===== config.mk =====
export PLATFORM = sky130hd
export DESIGN_NAME = ms_write_arbiter
export DESIGN_NICKNAME = d
export VERILOG_FILES = /design/src/rtl/ms_arb_pkg.sv /design/src/rtl/rr_arbiter.sv /design/src/rtl/ms_write_arbiter.sv
export SDC_FILE = /design/constraint.sdc
export NUM_CORES = 1
export LEC_CHECK = 0
export CORE_MARGIN = 2
export CORE_UTILIZATION = 30
export CTS_BUF_LIST = sky130_fd_sc_hd__clkbuf_2
export CTS_CLUSTER_SIZE = 28
export DETAILED_ROUTE_END_ITERATION = 6
export PLACE_DENSITY = 0.68
export SLEW_MARGIN = 25
export SYNTH_ARGS = -nofsm -noshare
export SYNTH_HDL_FRONTEND = slang
export SYNTH_SLANG_ARGS = --single-unit

===== constraint.sdc =====
create_clock -name clk -period 3.1 [get_ports clk]
set_input_delay 0.465 -clock clk [delete_from_list [all_inputs] [get_ports clk]]
set_output_delay 0.465 -clock clk [all_outputs]
set_load 0.02 [all_outputs]

===== src/rtl/ms_arb_pkg.sv =====
// Shared types for the ms_if write arbiter: bus field widths and FSM state encoding.
// No logic; no latency.
// No flow control of its own.
package ms_arb_pkg;

    localparam int ADDR_W = 4;
    localparam int DATA_W = 8;

    typedef logic [ADDR_W-1:0] ms_addr_t;
    typedef logic [DATA_W-1:0] ms_data_t;

    typedef enum logic [1:0] {
        IDLE  = 2'd0,
        ADDR  = 2'd1,
        DATA  = 2'd2,
        ABORT = 2'd3
    } state_t;

endpackage


===== src/rtl/rr_arbiter.sv =====
// Round-robin pick among N level requests, searching upward from ptr with wraparound.
// Purely combinational, zero latency.
// No backpressure; the owner decides when a pick is consumed and advances ptr.
module rr_arbiter #(
    parameter int N = 4,
    localparam int IW = (N > 1) ? $clog2(N) : 1
) (
    input  logic [N-1:0]  req,
    input  logic [IW-1:0] ptr,
    input  logic          enable,
    output logic [N-1:0]  grant,
    output logic [IW-1:0] winner,
    output logic          valid
);

    logic [IW-1:0] idx;

    always_comb begin
        grant  = '0;
        winner = '0;
        valid  = 1'b0;
        idx    = '0;
        for (int i = 0; i < N; i++) begin
            idx = IW'((int'(ptr) + i) % N);
            if (enable && !valid && req[idx]) begin
                valid      = 1'b1;
                winner     = idx;
                grant[idx] = 1'b1;
            end
        end
    end

endmodule


===== src/rtl/ms_write_arbiter.sv =====
// Shares one ms_if master port among NUM_REQ register-write requesters, round-robin.
// Grant 1 cycle after req, DATA (done) 1 cycle after sready; back-to-back writes skip IDLE.
// Holds the address phase while sready is low; aborts with err after WAIT_MAX cycles.
module ms_write_arbiter
    import ms_arb_pkg::*;
#(
    parameter int       NUM_REQ   = 4,
    parameter ms_addr_t IDLE_ADDR = 4'hF,
    parameter int       WAIT_MAX  = 15
) (
    input  logic                      clk,
    input  logic                      rst,
    input  logic [NUM_REQ-1:0]        req,
    input  logic [NUM_REQ*ADDR_W-1:0] req_addr,
    input  logic [NUM_REQ*DATA_W-1:0] req_data,
    output logic [NUM_REQ-1:0]        gnt,
    output logic [NUM_REQ-1:0]        done,
    output logic [NUM_REQ-1:0]        err,
    output logic                      busy,
    output ms_addr_t                  m_addr,
    output ms_data_t                  m_data,
    input  logic                      m_sready
);

    localparam int IW = $clog2(NUM_REQ);
    localparam int CW = $clog2(WAIT_MAX + 1);

    state_t             state, state_d;
    logic [NUM_REQ-1:0] gnt_q, arb_gnt;
    logic [IW-1:0]      rr_ptr, arb_idx;
    logic               arb_vld, arb_en, take;
    ms_addr_t           addr_q, sel_addr;
    ms_data_t           data_q, sel_data;
    logic [CW-1:0]      wait_cnt;

    // gnt_q masks the current winner so it cannot win again from its own DATA cycle
    assign arb_en = (state == IDLE) || (state == DATA);

    rr_arbiter #(.N(NUM_REQ)) u_arb (
        .req    (req & ~gnt_q),
        .ptr    (rr_ptr),
        .enable (arb_en),
        .grant  (arb_gnt),
        .winner (arb_idx),
        .valid  (arb_vld)
    );

    always_comb begin
        sel_addr = '0;
        sel_data = '0;
        for (int i = 0; i < NUM_REQ; i++) begin
            if (arb_idx == IW'(i)) begin
                sel_addr = req_addr[i*ADDR_W +: ADDR_W];
                sel_data = req_data[i*DATA_W +: DATA_W];
            end
        end
    end

    always_comb begin
        state_d = state;
        take    = 1'b0;
        case (state)
            IDLE: begin
                if (arb_vld) begin
                    state_d = ADDR;
                    take    = 1'b1;
                end
            end
            ADDR: begin
                if (m_sready)
                    state_d = DATA;
                else if (wait_cnt == CW'(WAIT_MAX - 1))
                    state_d = ABORT;
            end
            DATA: begin
                if (arb_vld) begin
                    state_d = ADDR;
                    take    = 1'b1;
                end else begin
                    state_d = IDLE;
                end
            end
            ABORT:   state_d = IDLE;
            default: state_d = IDLE;
        endcase
    end

    // m_data stays on the latched value so the slave sees it in the cycle after ADDR
    always_comb begin
        m_addr = (state == ADDR) ? addr_q : IDLE_ADDR;
        m_data = data_q;
        gnt    = (state == ABORT) ? '0 : gnt_q;
        done   = (state == DATA) ? gnt_q : '0;
        err    = (state == ABORT) ? gnt_q : '0;
        busy   = (state != IDLE);
    end

    always_ff @(posedge clk) begin
        if (rst) begin
            state    <= IDLE;
            gnt_q    <= '0;
            rr_ptr   <= '0;
            addr_q   <= IDLE_ADDR;
            data_q   <= '0;
            wait_cnt <= '0;
        end else begin
            state <= state_d;
            if (take) begin
                gnt_q    <= arb_gnt;
                addr_q   <= sel_addr;
                data_q   <= sel_data;
                wait_cnt <= '0;
                rr_ptr   <= (arb_idx == IW'(NUM_REQ - 1)) ? '0 : arb_idx + 1'b1;
            end else if (state_d == IDLE) begin
                gnt_q <= '0;
            end
            if (state == ADDR && state_d == ADDR)
                wait_cnt <= wait_cnt + 1'b1;
        end
    end

endmodule


==> impl_metrics.json <==
{
  "diodes": 0,
  "drt-initial-drc-count": 80,
  "port_buffers": 79,
  "netlist_instances": 274,
  "antenna_found_initial": 0,
  "synth_seq_area_share": 0.226,
  "cts_buffer_depth": 2,
  "postCtsHoldBufs": 0,
  "startpoint_type": "flop",
  "ys_types": 49,
  "drive_above_1_share": 0.172,
  "grt_pass1_vias": 2390,
  "hold_violations": 0,
  "dpl.hpwl_um": 5210,
  "drv_slew": 0,
  "period_share": 0.943,
  "crit_chain": "nor2b_1 -> nand2b_1 -> clkdlybuf4s50_1",
  "worst_slack_ns": 0.177,
  "leakage_nw": 1.32,
  "place.gp.congestion": 0.913,
  "power.density_nw_per_um2": 800,
  "rows": 30,
  "ant_nets": 0,
  "power_mw": 2.66,
  "skew_ns": 0.0228,
  "status": "completed",
  "async_flop_share": 0,
  "drc": 0,
  "dieArea_um2": 7760,
  "path_buf_inv": 1,
  "fin_setup_tns_ns": 0,
  "tritoncts": "done",
  "nNetsFinal": 442,
  "clkTransAtPathRegs_ns": 0.22,
  "core_area_um2": 6830,
  "track_usage": 0.177,
  "mappedNetlistArea_um2": 2120,
  "wl_per_cell_um": 14.6,
  "hold_ws_ns": 0.493,
  "ios": 80,
  "clock.fmax_mhz": 342,
  "die_y_um": 88.1,
  "crit_path_end_kind": "primary output",
  "clock_sinks": 24,
  "synthTopCellsByArea": "dfxtp_1 (23%), a21oi_1 (9.4%), ha_1 (8.3%)",
  "vias_per_cell": 5.17,
  "ir_drop_mv": 0.543,
  "ys.warnings.count": 0,
  "synth_area_per_cell_um2": 7.74,
  "initial_core_util": 0.311,
  "drt-total-wl_um": 6850,
  "worst_slew_margin_rel": 0.464,
  "synthesis.nets": 343,
  "grt_pass1_wl_um": 11000,
  "synth_edf_count": 0,
  "worst_hold_path_type": "reg -> reg",
  "slowest_delay_ns": 0.71,
  "syn_to_final_growth_pct": 56.7,
  "numCtsBuffers": 3,
  "grt-ovfl-total": 0,
  "required_ns": 2.63,
  "setup_viol": 0,
  "rsz0062_at_grt": "true",
  "critPathTopFamily": "simple AND/OR/NAND/NOR gates",
  "dp_slack_ns": -0.301,
  "crit_slowest_cell": "nor2b_1",
  "drt_pass1_iterations": 4,
  "fillCellCount": 692,
  "grt_max_degree": 24,
  "fin_crit_ns": 2.92,
  "clkLatencyLatePin_ns": 0.36,
  "synth_top_flop_cell": "dfxtp_1",
  "crit_arrival_ns": 2.46,
  "h-tree-depth": 1,
  "cap_violations": 0,
  "timing_worst_setup_path_type": "reg -> out",
  "chipWidth_um": 88.1,
  "cts-root-buf": "clkbuf_2",
  "ys_ff_latch": 24,
  "worst_pin_slew_ns": 0.802,
  "synth_top_cell_by_area": "dfxtp_1",
  "dr_total_vias": 2420,
  "synth_top_cell_area_share": 0.226,
  "worstPathMaxFanout": 14
}
## metal layers
layer,up-vias,GRT usage,routed length (um)
met5,-,0,0
met4,0,0.0303,38
met2,105,0.312,3330
li1,1215,-,-
met1,1096,0.222,2950
met3,4,0.0424,538
## metrics by stage
stage,instances,area (um2),util
floorplan,274,2160,-
finish,468,3330,0.487
detailed placement,463,3220,0.472
global route,468,3330,0.487
CTS,467,3280,0.480
global placement,463,3220,0.472
## path summary, 6_finish.rpt
kind | endpoint | start | slack, ns | cells past startpoint
setup / recovery | m_addr[3] | state[0] | 0.18 | 3
hold / removal | wait_cnt[3] | wait_cnt[3] | 0.49 | 1
setup reg to reg | m_data[7] | rr_ptr[1] | 0.18 | 14
hold reg to reg | wait_cnt[3] | wait_cnt[3] | 0.49 | 1
## layout make-up
class	instances	area (um2)	area share
tap	96	120	0.0361
clock inverter	1	30.0	0.00903
clock buffer	3	15.0	0.00451
timing repair buffer	114	1080	0.324
inverter	6	22.5	0.00677
sequential	24	483	0.145
multi-input combinational	224	1580	0.474
## where the power goes
| group | switching [mW] | internal (mW) |
|---|---|---|
| combinational | 0.975 | 0.961 |
| clock | 0.101 | 0.111 |
| sequential | 0.0972 | 0.414 |
| total | 1.17 | 1.49 |
## synth_stat cells, types with 6 or more instances
master	count
nor2_1	16
clkbuf_1	12
nand3b_1	13
and3_1	6
and2_1	9
o211ai_1	8
o21ai_0	7
nand2_1	23
nand3_1	6
ha_1	14
nor2b_1	9
dfxtp_1	24
a21oi_1	40
o21ai_1	8
nand2b_1	9
o211a_1	7
## sequential cells by signal (all words and copies together), names as in the netlist
name,cells
m_data,8
addr_q,4
gnt_q,4
wait_cnt,4
rr_ptr,2
state,2
## kinds of logic after synthesis
family          count (synthesis)  share of synthesized area
compound gates                 98                      0.318
fa+ha+maj                      14                     0.0825
buf+inv                        26                     0.0595
flops                          24                      0.226
mux                             3                     0.0283
simple gates                  109                      0.285
## timing repair
| item | in CTS | in global routing |
|---|---|---|
| gates resized for setup | 2 | 7 |
| buffers inserted | 0 | 1 |
| endpoints found under the setup margin | 3 | 14 |
| pin swaps | 0 | 5 |
## layout by cell type (no fill, tap or decap), types with 3 or more instances in the layout
cell	synthesis	routed
o21ai_0	7	7
clkbuf_2	0	3
nor3_1	5	4
a21oi_1	40	39
ha_1	14	10
dfxtp_1	24	22
ha_2	0	3
buf_4	0	33
nor2b_1	9	9
nand2_1	23	23
nand2b_1	9	9
o211a_1	7	7
nand3b_1	13	13
o211ai_1	8	8
o21ai_1	8	7
and3_1	6	6
and2_1	9	9
nand3_1	6	6
clkdlybuf4s50_1	0	79
inv_1	5	4
a32oi_1	5	5
a32o_1	3	3
nor2_1	16	16
o31a_1	3	3
Note: power is estimated with default switching activity, not from simulation.
